==> config.mk <==
export PLATFORM = sky130hd
export DESIGN_NAME = counter_read_collector
export DESIGN_NICKNAME = d
export VERILOG_FILES = /design/src/rtl/counter_read_collector.sv
export SDC_FILE = /design/constraint.sdc
export NUM_CORES = 1
export LEC_CHECK = 0
export ABC_AREA = 1
export BUFFER_PORTS_ARGS = -buffer_cell sky130_fd_sc_hd__buf_2
export CAP_MARGIN = 20
export CORE_ASPECT_RATIO = 0.8
export CORE_MARGIN = 4
export CORE_UTILIZATION = 46
export CTS_BUF_LIST = sky130_fd_sc_hd__clkbuf_4 sky130_fd_sc_hd__clkbuf_8
export CTS_CLUSTER_DIAMETER = 200
export DETAILED_ROUTE_END_ITERATION = 6
export PLACE_DENSITY = 0.74
export REMOVE_ABC_BUFFERS = 1
export SKIP_CTS_REPAIR_TIMING = 1
export SYNTH_ARGS = -nofsm -noshare
export SYNTH_HDL_FRONTEND = slang
export SYNTH_SLANG_ARGS = --single-unit
==> constraint.sdc <==
create_clock -name clk -period 3.3 [get_ports clk]
set_input_delay 0.165 -clock clk [delete_from_list [all_inputs] [get_ports clk]]
set_output_delay 0.165 -clock clk [all_outputs]
set_load 0.02 [all_outputs]
==> src/rtl/counter_read_collector.sv <==
// -----------------------------------------------------------------------------
// counter_read_collector
//
// Read-side front end for the shared counters array. A request names a base
// counter id. The block then drives the array's READ command and that id,
// collects the G-bit beats that the array streams back, packs them into one
// N*G-bit value and returns it on a valid/ready response port. Only one read
// is in flight at any time.
//
// Ports
//   clk        in   clock, all state updates on the rising edge
//   rst        in   synchronous, active-low reset
//   req_valid  in   read request valid
//   req_ready  out  request accepted when req_valid && req_ready (IDLE only)
//   req_id     in   counter id (base subcounter index) to read
//   cmd_out    out  array command: 3'b101 while reading, else 3'b000
//   cmd_id     out  array id: latched id while reading, else 0
//   sc_rdata   in   beat data from the array
//   sc_rvalid  in   beat valid from the array
//   sc_last    in   last-beat flag from the array, meaningful with sc_rvalid
//   rsp_valid  out  response valid
//   rsp_ready  in   response consumed when rsp_valid && rsp_ready
//   rsp_value  out  packed value, beat k at [k*G +: G], unused bits 0
//   rsp_beats  out  number of beats captured
//   rsp_err    out  timeout, missing last, or id out of range
// -----------------------------------------------------------------------------
module counter_read_collector #(
  parameter int N       = 10,
  parameter int G       = 4,
  parameter int TIMEOUT = 4
) (
  input  logic                   clk,
  input  logic                   rst,
  input  logic                   req_valid,
  output logic                   req_ready,
  input  logic [$clog2(N)-1:0]   req_id,
  output logic [2:0]             cmd_out,
  output logic [$clog2(N)-1:0]   cmd_id,
  input  logic [G-1:0]           sc_rdata,
  input  logic                   sc_rvalid,
  input  logic                   sc_last,
  output logic                   rsp_valid,
  input  logic                   rsp_ready,
  output logic [N*G-1:0]         rsp_value,
  output logic [$clog2(N):0]     rsp_beats,
  output logic                   rsp_err
);

  localparam int IDW = $clog2(N);
  localparam int BW  = $clog2(N) + 1;
  localparam int VW  = N * G;
  localparam int TW  = $clog2(TIMEOUT + 1);

  localparam logic [BW-1:0] N_BW        = BW'(N);
  localparam logic [TW-1:0] TIMEOUT_TW  = TW'(TIMEOUT);
  localparam logic [2:0]    CMD_READ    = 3'b101;
  localparam logic [2:0]    CMD_NOP     = 3'b000;

  typedef enum logic [1:0] {
    ST_IDLE = 2'd0,
    ST_READ = 2'd1,
    ST_RESP = 2'd2
  } state_t;

  state_t          state_r, state_s;
  logic [IDW-1:0]  id_r, id_s;
  logic [VW-1:0]   acc_r, acc_s;
  logic [BW-1:0]   beats_r, beats_s;
  logic [TW-1:0]   tmo_r, tmo_s;
  logic [VW-1:0]   val_r, val_s;
  logic [BW-1:0]   rbeats_r, rbeats_s;
  logic            err_r, err_s;

  // Helpers derived from the current beat / id.
  logic [VW-1:0]   beat_acc_s;
  logic [BW-1:0]   beats_inc_s;
  logic [BW-1:0]   remaining_s;
  logic [TW-1:0]   tmo_inc_s;
  logic            id_in_range_s;

  // Accumulator with the incoming beat merged at slot beats_r; slots >= N never written.
  always_comb begin
    beat_acc_s = acc_r;
    for (int k = 0; k < N; k++) begin
      if (beats_r == BW'(k)) begin
        beat_acc_s[k*G +: G] = sc_rdata;
      end else begin
        beat_acc_s[k*G +: G] = acc_r[k*G +: G];
      end
    end
  end

  // Counter increments and the number of subcounters left above the base id.
  always_comb begin
    beats_inc_s   = beats_r + BW'(1);
    tmo_inc_s     = tmo_r + TW'(1);
    // The top subcounter never raises last, so the read also ends after N-id beats.
    remaining_s   = N_BW - {1'b0, id_r};
    id_in_range_s = ({1'b0, req_id} < N_BW);
  end

  // Next-state and next-register logic for the IDLE/READ/RESP controller.
  always_comb begin
    state_s  = state_r;
    id_s     = id_r;
    acc_s    = acc_r;
    beats_s  = beats_r;
    tmo_s    = tmo_r;
    val_s    = val_r;
    rbeats_s = rbeats_r;
    err_s    = err_r;

    case (state_r)
      ST_IDLE: begin
        if (req_valid) begin
          if (id_in_range_s) begin
            id_s    = req_id;
            acc_s   = {VW{1'b0}};
            beats_s = {BW{1'b0}};
            tmo_s   = {TW{1'b0}};
            state_s = ST_READ;
          end else begin
            // Out-of-range id: answer immediately, never touch the array.
            val_s    = {VW{1'b0}};
            rbeats_s = {BW{1'b0}};
            err_s    = 1'b1;
            state_s  = ST_RESP;
          end
        end else begin
          state_s = ST_IDLE;
        end
      end

      ST_READ: begin
        if (sc_rvalid) begin
          acc_s   = beat_acc_s;
          beats_s = beats_inc_s;
          if (sc_last || (beats_inc_s == remaining_s)) begin
            val_s    = beat_acc_s;
            rbeats_s = beats_inc_s;
            err_s    = 1'b0;
            state_s  = ST_RESP;
          end else begin
            state_s = ST_READ;
          end
        end else if (beats_r != {BW{1'b0}}) begin
          // Stream stopped before last: report what was captured, flagged bad.
          val_s    = acc_r;
          rbeats_s = beats_r;
          err_s    = 1'b1;
          state_s  = ST_RESP;
        end else if (tmo_inc_s == TIMEOUT_TW) begin
          val_s    = {VW{1'b0}};
          rbeats_s = {BW{1'b0}};
          err_s    = 1'b1;
          state_s  = ST_RESP;
        end else begin
          tmo_s   = tmo_inc_s;
          state_s = ST_READ;
        end
      end

      ST_RESP: begin
        // Stray beats arriving here are ignored; NOP command lets the array rearm.
        if (rsp_ready) begin
          state_s = ST_IDLE;
        end else begin
          state_s = ST_RESP;
        end
      end

      default: begin
        state_s = ST_IDLE;
      end
    endcase
  end

  // State and datapath registers with synchronous active-low reset.
  always_ff @(posedge clk) begin
    if (!rst) begin
      state_r  <= ST_IDLE;
      id_r     <= {IDW{1'b0}};
      acc_r    <= {VW{1'b0}};
      beats_r  <= {BW{1'b0}};
      tmo_r    <= {TW{1'b0}};
      val_r    <= {VW{1'b0}};
      rbeats_r <= {BW{1'b0}};
      err_r    <= 1'b0;
    end else begin
      state_r  <= state_s;
      id_r     <= id_s;
      acc_r    <= acc_s;
      beats_r  <= beats_s;
      tmo_r    <= tmo_s;
      val_r    <= val_s;
      rbeats_r <= rbeats_s;
      err_r    <= err_s;
    end
  end

  // Command, handshake and response-valid decode from the registered state.
  always_comb begin
    cmd_out   = CMD_NOP;
    cmd_id    = {IDW{1'b0}};
    req_ready = 1'b0;
    rsp_valid = 1'b0;
    case (state_r)
      ST_IDLE: begin
        req_ready = 1'b1;
      end
      ST_READ: begin
        cmd_out = CMD_READ;
        cmd_id  = id_r;
      end
      ST_RESP: begin
        rsp_valid = 1'b1;
      end
      default: begin
        req_ready = 1'b0;
      end
    endcase
  end

  assign rsp_value = val_r;
  assign rsp_beats = rbeats_r;
  assign rsp_err   = err_r;

endmodule
==> impl_metrics.ini, run 1 <==
[power]
ir_drop_v = 0.000211
p_leak_nw = 2.30
p_sw_share_pct = 34.0
p_sw_w = 0.000958
clkPwrFrac_pct = 25.9
p_seq_share_pct = 48.2
power_w = 0.00281
power.density_mw_per_mm2 = 495
comb_power_share_pct = 25.8
internal-power_w = 0.00186

[synth]
synth_cells = 752
synth_cell_types = 33
synth_area_per_cell_sq_um = 6.94
synth-warning-count = 0
ys_seq_area_share_pct = 38.4
ys_ff_latch = 100
synth_area_sq_mm = 0.00522

[floorplanning]
num_io_pins = 69
start_util_pct = 47.6
die_w_um = 127
core-area_sq_mm = 0.0110
rows = 34
die_h_um = 103
die_area_sq_mm = 0.0131

[finish]
nets = 808
antenna_cells = 0
fin_cells = 935
drive_above_1_share_pct = 14.7
fin_area_sq_mm = 0.00569
area_growth_pct = 8.94

[timing]
finalSetupViolCount = 0
report.final.hold_viol_count = 0
relSlewSlack_pct = 46.1
worst_clock_skew_ns = 0.00913
finalCritPeriodShare_pct = 74.0
rsz0062_at_grt = no
slew_violations = 0
fin_setup_tns_ns = 0
post-route-min-period_ns = 2.44
clock.fmax_mhz = 410
hold_ws_ns = 0.0773
tightest_slew_ns = 0.807

[critical_path]
critPathMaxFanout = 30
cp.required_ns = 3.61
cp_common_cell = nand2_1
cp-start-kind = register
crit_type = register to register
crit_path_max_incr_delay_ns = 0.58
slowest_stage = nor2_4
end_kind = register
arrival_ns = 2.75
path_cells = inv_2, ha_1, inv_1, nor2_2, nand2_2, nor3_4, nor2_4, buf_12, nand2_4, nand2_1, nand2_1, nor2_1

[global_routing]
grt_overflow_total = 0
grt_pass1_wl_um = 19900
antenna_found_initial = 0
grt_usage_pct = 18.5
grt_pass1_vias = 4190
grt_max_degree = 51

[clocking]
cts_sinks = 100
cts-buffers-inserted = 9
clk_path_buf_depth = 2
ctsRootBufferMaster = clkbuf_8
clk_latency_ns = 0.37
cts_tree = yes
path_clk_slew_ns = 0.09
htreeDepth = 3

[place]
place_area_sq_mm = 0.00551
hpwl_um = 7770
port_buffers = 67
gp_congestion = 0.840
place_inst = 920

[routing]
via_per_inst = 5.07
ant_nets = 0
wl_um = 11900
drt-pass1-iter-count = 7
num_vias = 4736
drc = 0
drt_iter0_markers = 422
wire_per_inst_um = 12.7

[status]
status = complete, no violations

[hold_path]
hold_path_class = input port to register

[job]
max_cap_viol_count = 0
## power groups by stage
stage | Sequential [W] | Combinational [W] | Clock, W
after floorplan | 0.00148 | 0.000403 | 0
after global placement | 0.00138 | 0.000728 | 0
after detailed placement | 0.00139 | 0.000733 | 0
after CTS | 0.00136 | 0.000734 | 0.000750
after global routing | 0.00137 | 0.000823 | 0.000793
final | 0.00136 | 0.000728 | 0.000730
## routing by layer
| layer | global-route usage (%) | routed length, um | vias to the layer above |
|---|---|---|---|
| met2 | 28.9 | 5070 | 99 |
| met5 | 0 | 0 | - |
| met4 | 4.45 | 119 | 0 |
| met3 | 4.11 | 642 | 11 |
| li1 | - | - | 2522 |
| met1 | 26.4 | 6080 | 2104 |
## worst paths after layout
| path | from | endpoint | slack, ns | cells past startpoint |
|---|---|---|---|---|
| max | beats_r[0] | rsp_value[0] | 0.86 | 12 |
| min | req_id[0] | id_r[0] | 0.08 | 3 |
| max reg2reg | beats_r[0] | rsp_value[0] | 0.86 | 12 |
| min reg2reg | acc_r[2] | acc_r[2] | 0.46 | 2 |
## kinds of logic after synthesis
kind of cell / Yosys count / share of synthesized area [%]
flops: 100 / 38.4
simple gates: 287 / 24.9
xor+xnor: 1 / 0.168
compound gates: 231 / 23.1
fa+ha+maj: 7 / 1.68
buf+inv: 125 / 11.7
other cells: 1 / 0.0718
## registers in the layout, summed over array words and instances (netlist names)
register / cells
acc_r: 40
beats_r: 5
id_r: 4
rsp_beats: 5
rsp_err: 1
rsp_value: 40
state_r: 2
tmo_r: 3
## Yosys cell counts
cell	n	area, sq um
a21oi_2	10	87.6
o21a_1	1	7.51
o211ai_1	3	22.5
buf_4	4	30.0
nand2_2	2	12.5
inv_4	1	6.26
nor2_8	1	20.0
nor2_2	3	18.8
xnor2_1	1	8.76
inv_1	68	255
nand3b_1	38	285
buf_2	13	65.1
nand3_1	12	60.1
nand2_1	139	522
nor3_4	1	16.3
o21ai_1	16	80.1
nand4_1	1	6.26
ha_1	7	87.6
buf_6	13	146
buf_8	1	15.0
clkbuf_1	18	67.6
nand2_4	1	11.3
nand3_2	1	10.0
nor2_1	86	323
a21oi_1	129	646
inv_2	6	22.5
nor3_1	1	5.00
buf_1	1	3.75
nor2_4	1	11.3
conb_1	1	3.75
dfxtp_1	100	2000
o21ai_0	71	355
a31oi_1	1	6.26
## layout make-up
type                    instances  area, sq um
repair buffers                 74          425
inverters                      75          284
fillers                      1124         5290
clock buffers                  11          151
flip-flops and latches        100         2000
multi-input cells             527         2620
clock inverters                 4         25.0
well taps                     144          180
## cells in the final DEF, fill, tap and decap left out, types with 2 or more instances in the layout
cell | synthesis | final
clkinv_2 | 0 | 2
clkinvlp_4 | 0 | 2
buf_12 | 0 | 3
inv_2 | 6 | 6
buf_4 | 4 | 4
buf_2 | 13 | 67
nand3b_1 | 38 | 38
clkbuf_8 | 0 | 11
a21oi_1 | 129 | 129
dfxtp_1 | 100 | 100
nand2_2 | 2 | 2
a21oi_2 | 10 | 10
nand2_1 | 139 | 139
nor2_1 | 86 | 86
o211ai_1 | 3 | 3
o21ai_1 | 16 | 16
nor2_2 | 3 | 2
nor2_4 | 1 | 2
o21ai_0 | 71 | 71
nand3_1 | 12 | 12
ha_1 | 7 | 7
inv_1 | 68 | 68
## worst max-delay path, delay by kind of cell (launching register included)
| kind | cells | cell delay, ns |
|---|---|---|
| fa+ha+maj | 1 | 0.20 |
| buf+inv | 3 | 0.41 |
| simple gates | 8 | 1.23 |
| flops | 1 | 0.50 |
## stage by stage
step / setup slack [ns] / util (%)
2_1_floorplan: -0.0165 / -
3_3_place_gp: 0.935 / 50.2
3_5_place_dp: 0.885 / 50.2
4_1_cts: 0.859 / 51.8
5_1_grt: 0.535 / 51.8
6_report: 0.859 / 51.8
(Power assumes the default switching activity.)
==> run 2, diff against run 1 <==
--- a/config.mk
+++ b/config.mk
@@ -5,7 +5,7 @@
 export SDC_FILE = /design/constraint.sdc
 export NUM_CORES = 1
 export LEC_CHECK = 0
-export ABC_AREA = 1
+export ABC_AREA = 0
 export BUFFER_PORTS_ARGS = -buffer_cell sky130_fd_sc_hd__buf_2
 export CAP_MARGIN = 20
 export CORE_ASPECT_RATIO = 0.8
==> constraint.sdc (replaced) <==
create_clock -name clk -period 2.55 [get_ports clk]
set_input_delay 0.1275 -clock clk [delete_from_list [all_inputs] [get_ports clk]]
set_output_delay 0.1275 -clock clk [all_outputs]
set_load 0.02 [all_outputs]
==> impl_metrics.ini, run 2 <==
[finish]
area_growth_pct = 14.1
drive_above_1_share_pct = 22.5
layout_commonest_cell = dfxtp_1
nets = 604
seqCellArea_sq_mm = 0.00200
fin_area_sq_mm = 0.00540
fin_cells = 723
filler_cell_count = 916
multi_input_area_sq_mm = 0.00248
layout_common_cells = dfxtp_1, buf_2, a22oi_1
antenna_cells = 0

[routing]
via_per_inst = 5.88
drc = 0
wl_um = 12100
wire_per_inst_um = 16.7
ant_nets = 0
drt-pass1-iter-count = 6
drt_iter0_markers = 334
num_vias = 4251

[clocking]
cts-buffers-inserted = 9
cts_tree = yes
path_clk_slew_ns = 0.10
clk_latency_ns = 0.38
htreeDepth = 3
ctsRootBufferMaster = clkbuf_8
cts_sinks = 100
clk_path_buf_depth = 2

[timing]
rsz0062_at_grt = no
slew_violations = 0
finalCritPeriodShare_pct = 94.8
relSlewSlack_pct = 59.6
worst_clock_skew_ns = 0.0143
fin_setup_tns_ns = 0
hold_ws_ns = 0.116
finalSetupViolCount = 0
tightest_slew_ns = 0.597
post-route-min-period_ns = 2.42
clock.fmax_mhz = 414
final.setup.worst_slack_ns = 0.133
report.final.hold_viol_count = 0

[critical_path]
crit_type = register to register
path_cells = inv_1, ha_1, or4b_4, a211oi_4, nand2_2, nand2b_4, nor2_4, a311oi_1
crit_buf_inv = 1
end_kind = register
cp-start-kind = register
crit_path_max_incr_delay_ns = 0.57
slowest_stage = or4b_4
critPathTopFamily = simple AND/OR/NAND/NOR gates
critPathMaxFanout = 12
cp.required_ns = 2.82
arrival_ns = 2.69

[synth]
yosys.area.top_type = dfxtp_1
ys.flop_type = dfxtp_1
synth_edf_count = 0
synth_cells = 532
synth_cell_types = 58
synthTopCellsByCount = dfxtp_1, a22oi_1, nand2_1, a21oi_1, nor2_1
synth-warning-count = 0
synth-compound-area-share_pct = 31.1
yosys-top-cells-area = dfxtp_1, a22oi_1, a21oi_1
synth_xor_area_share_pct = 2.96
ys_seq_area_share_pct = 42.3
async_reset_ff_share_pct = 0
ys_ff_latch = 100
synthAdderAreaFrac_pct = 1.85
synth_area_per_cell_sq_um = 8.89
synth_top_family_by_area = compound AO/OA/AOI/OAI gates
synth_area_sq_mm = 0.00473
synth_top_area_share_pct = 42.3
synth-simple-area-share_pct = 15.2
synthMuxAreaShare_pct = 0.661
synth.most_common_cell = dfxtp_1

[power]
power.density_mw_per_mm2 = 601
ir_drop_v = 0.000342
p_leak_nw = 2.06

[floorplanning]
rows = 32
core-area_sq_mm = 0.00985
num_io_pins = 69
die_h_um = 98.7
start_util_pct = 48.0
die_w_um = 121
die_area_sq_mm = 0.0120

[place]
gp_congestion = 0.902
hpwl_um = 8390
place_ws_ns = -0.0991
place_area_sq_mm = 0.00513
place_inst = 703
port_buffers = 67

[global_routing]
grt_overflow_total = 0
grt_max_degree = 35
grt_pass1_vias = 3950
antenna_found_initial = 0
grt_pass1_wl_um = 19300
grt_usage_pct = 19.8

[job]
max_cap_viol_count = 0

[hold_path]
hold_path_class = input port to register

[status]
status = complete, no violations
-- run 2: cell count changes after synthesis, moves of 37 or more --
cell and change:
nand2_1 -88, a21oi_1 -79, inv_1 -60, a22oi_1 +59
o21ai_0 -58, nor2_1 -37
-- run 2: final timing paths --
| kind | slack, ns | start | cells after the start | end |
|---|---|---|---|---|
| setup reg to reg | 0.13 | beats_r[1] | 8 | rsp_value[8] |
| hold reg to reg | 0.46 | acc_r[8] | 2 | acc_r[8] |
| setup / recovery | 0.13 | beats_r[1] | 8 | rsp_value[8] |
| hold / removal | 0.12 | rsp_ready | 4 | state_r[1] |
-- run 2: logic make-up (layout without fill, tap and decap cells) --
family | after synthesis | after routing
buffers and inverters | 60 | 114
xor gates and xnor gates | 16 | 16
adders and majority gates | 7 | 7
AOI/OAI and AO/OA | 193 | 193
DFF | 100 | 100
other | 1 | 1
muxes | 3 | 3
and+or+nand+nor | 152 | 153
-- run 2: layout make-up --
type                    count  share of cell area [%]
repair buffers             90                    9.60
inverters                   9                   0.626
clock inverters             6                    1.34
multi-input cells         373                    45.9
well taps                 136                    3.15
flip-flops and latches    100                    37.1
clock buffers               9                    2.30
-- run 2: through the flow --
| stage | power [W] | utilization, % |
|---|---|---|
| after floorplan | 0.00203 | - |
| after global placement | 0.00222 | 52.1 |
| after detailed placement | 0.00224 | 52.1 |
| after CTS | 0.00325 | 54.1 |
| after global routing | 0.00339 | 54.8 |
| final | 0.00324 | 54.8 |
-- run 2: where the power goes --
group | total, W | internal, W | switching (W)
combinational | 0.000560 | 0.000188 | 0.000372
clock | 0.00103 | 0.000460 | 0.000567
sequential | 0.00166 | 0.00161 | 0.0000403
-- run 2: worst reg2reg max path, cell delays in order (launching register included) --
cell,delay [ns]
dfxtp_1,0.36
inv_1,0.12
ha_1,0.19
or4b_4,0.57
a211oi_4,0.31
nand2_2,0.15
nand2b_4,0.18
nor2_4,0.12
a311oi_1,0.32
-- run 2: metal layers --
| metal | GRT usage [%] | vias up | part of all wire (%) |
|---|---|---|---|
| met4 | 5.34 | 0 | 1.3 |
| li1 | - | 2050 | - |
| met5 | 0 | - | 0 |
| met1 | 26.6 | 2017 | 45 |
| met3 | 4.59 | 14 | 7.0 |
| met2 | 32.1 | 170 | 47 |
==> run 3, diff against run 2 <==
--- a/config.mk
+++ b/config.mk
@@ -16,6 +16,7 @@
 export DETAILED_ROUTE_END_ITERATION = 6
 export PLACE_DENSITY = 0.74
 export REMOVE_ABC_BUFFERS = 1
+export SETUP_SLACK_MARGIN = 0.5
 export SKIP_CTS_REPAIR_TIMING = 1
 export SYNTH_ARGS = -nofsm -noshare
 export SYNTH_HDL_FRONTEND = slang
==> impl_metrics.ini, run 3 (synthesized netlist as in run 2, its figures left out) <==
[status]
status = complete, no violations

[timing]
clock.fmax_mhz = 446
report.final.hold_viol_count = 0
finalSetupViolCount = 0
worst_clock_skew_ns = 0.0151
tightest_slew_ns = 0.664
post-route-min-period_ns = 2.24
relSlewSlack_pct = 55.1
fin_setup_tns_ns = 0
hold_ws_ns = 0.144
slew_violations = 0
finalCritPeriodShare_pct = 88.0
rsz0062_at_grt = yes

[finish]
filler_cell_count = 834
seqCellArea_sq_mm = 0.00202
nets = 629
area_growth_pct = 26.3
layout_common_cells = dfxtp_1, buf_2, a22oi_1
antenna_cells = 0
fin_area_sq_mm = 0.00598
layout_commonest_cell = dfxtp_1
multi_input_area_sq_mm = 0.00274
drive_above_1_share_pct = 33.3

[critical_path]
critPathMaxFanout = 5
cp.required_ns = 2.86
crit_type = register to register
rr_worst_depth = 9
r2r_slack_ns = 0.31
cp-endpoint = rsp_value[7]
cp-start-kind = register
reg2reg_from = beats_r[1]
arrival_ns = 2.55
reg2reg_to = rsp_value[7]
end_kind = register
crit_path_start = beats_r[1]

[place]
hpwl_um = 8390
port_buffers = 67
place_area_sq_mm = 0.00513
gp_congestion = 0.902

[clocking]
clk_path_buf_depth = 2
cts-buffers-inserted = 9
cts_tree = yes
ctsRootBufferMaster = clkbuf_8
cts_sinks = 100
htreeDepth = 3
clk_latency_ns = 0.38
path_clk_slew_ns = 0.10

[job]
max_cap_viol_count = 0

[floorplanning]
core-area_sq_mm = 0.00985
die_area_sq_mm = 0.0120
rows = 32
die_h_um = 98.7
num_io_pins = 69
die_w_um = 121
start_util_pct = 48.0

[routing]
via_per_inst = 6.00
drt_iter0_markers = 575
wl_um = 13800
wire_per_inst_um = 18.5
num_vias = 4485
drc = 0
ant_nets = 0
drt-pass1-iter-count = 7

[global_routing]
grt_pass1_vias = 3950
antenna_found_initial = 0
grt_usage_pct = 19.8
grt_overflow_total = 0
grt_pass1_wl_um = 19300
grt_max_degree = 35

[power]
power.density_mw_per_mm2 = 564
ir_drop_v = 0.000348
p_leak_nw = 2.28

[hold_path]
hold_path_class = input port to register
-- run 3: changes by cell type in the layout (fill, tap and decap cells not counted), sizes merged --
cell	delta
buf	+22
clkbuf	+2
nor2	+1
-- run 3: cell type report --
| type | count | area share [%] |
|---|---|---|
| inverter | 9 | 0.649 |
| sequential | 100 | 33.9 |
| clock buffer | 9 | 2.07 |
| clock inverter | 6 | 1.21 |
| multi-input combinational | 374 | 45.9 |
| timing repair buffer | 114 | 13.4 |
| tap | 136 | 2.85 |
-- run 3: worst max-delay path: stages (launching register included) --
cell	delay, ns
dfxtp_4	0.39
ha_4	0.20
xor2_2	0.15
xnor2_1	0.27
nor3_2	0.10
a311o_2	0.46
a21oi_4	0.20
buf_12	0.15
clkbuf_16	0.15
o2bb2ai_2	0.09
-- run 3: report_power, final --
part	leakage (nW)	internal [W]	switching, W
Sequential	0.815	0.00161	0.0000471
Clock	0.0967	0.000460	0.000573
Combinational	1.36	0.000256	0.000422
Total	2.28	0.00233	0.00104
-- run 3: how the worst min path moves through the flow --
| stage | startpoint | to | slack, ns | cells past startpoint |
|---|---|---|---|---|
| CTS | req_id[2] | id_r[2] | -0.03 | 3 |
| detailed placement | req_id[0] | id_r[0] | 0.39 | 3 |
| global placement | req_id[0] | id_r[0] | 0.38 | 3 |
| finish | rst | rsp_beats[4] | 0.14 | 3 |
| floorplan | rst | rsp_beats[0] | 0.25 | 1 |
| global route | rst | rsp_value[26] | 0.15 | 2 |
-- run 3: routing by layer --
metal / track usage, % / wire (um) / vias up
met5: 0 / 0 / -
met4: 5.34 / 229 / 0
met3: 4.59 / 902 / 23
met2: 32.1 / 6790 / 184
met1: 26.6 / 5920 / 2183
li1: - / - / 2095
-- run 3: metrics by stage --
stage | utilization, % | power (W) | cells | worst slack (ns)
4_1_cts | 54.1 | 0.00325 | 718 | -0.117
6_report | 60.7 | 0.00337 | 748 | 0.307
2_1_floorplan | - | 0.00203 | 481 | -0.252
5_1_grt | 60.7 | 0.00352 | 748 | 0.253
3_3_place_gp | 52.1 | 0.00222 | 703 | 0.0652
3_5_place_dp | 52.1 | 0.00224 | 703 | -0.0991
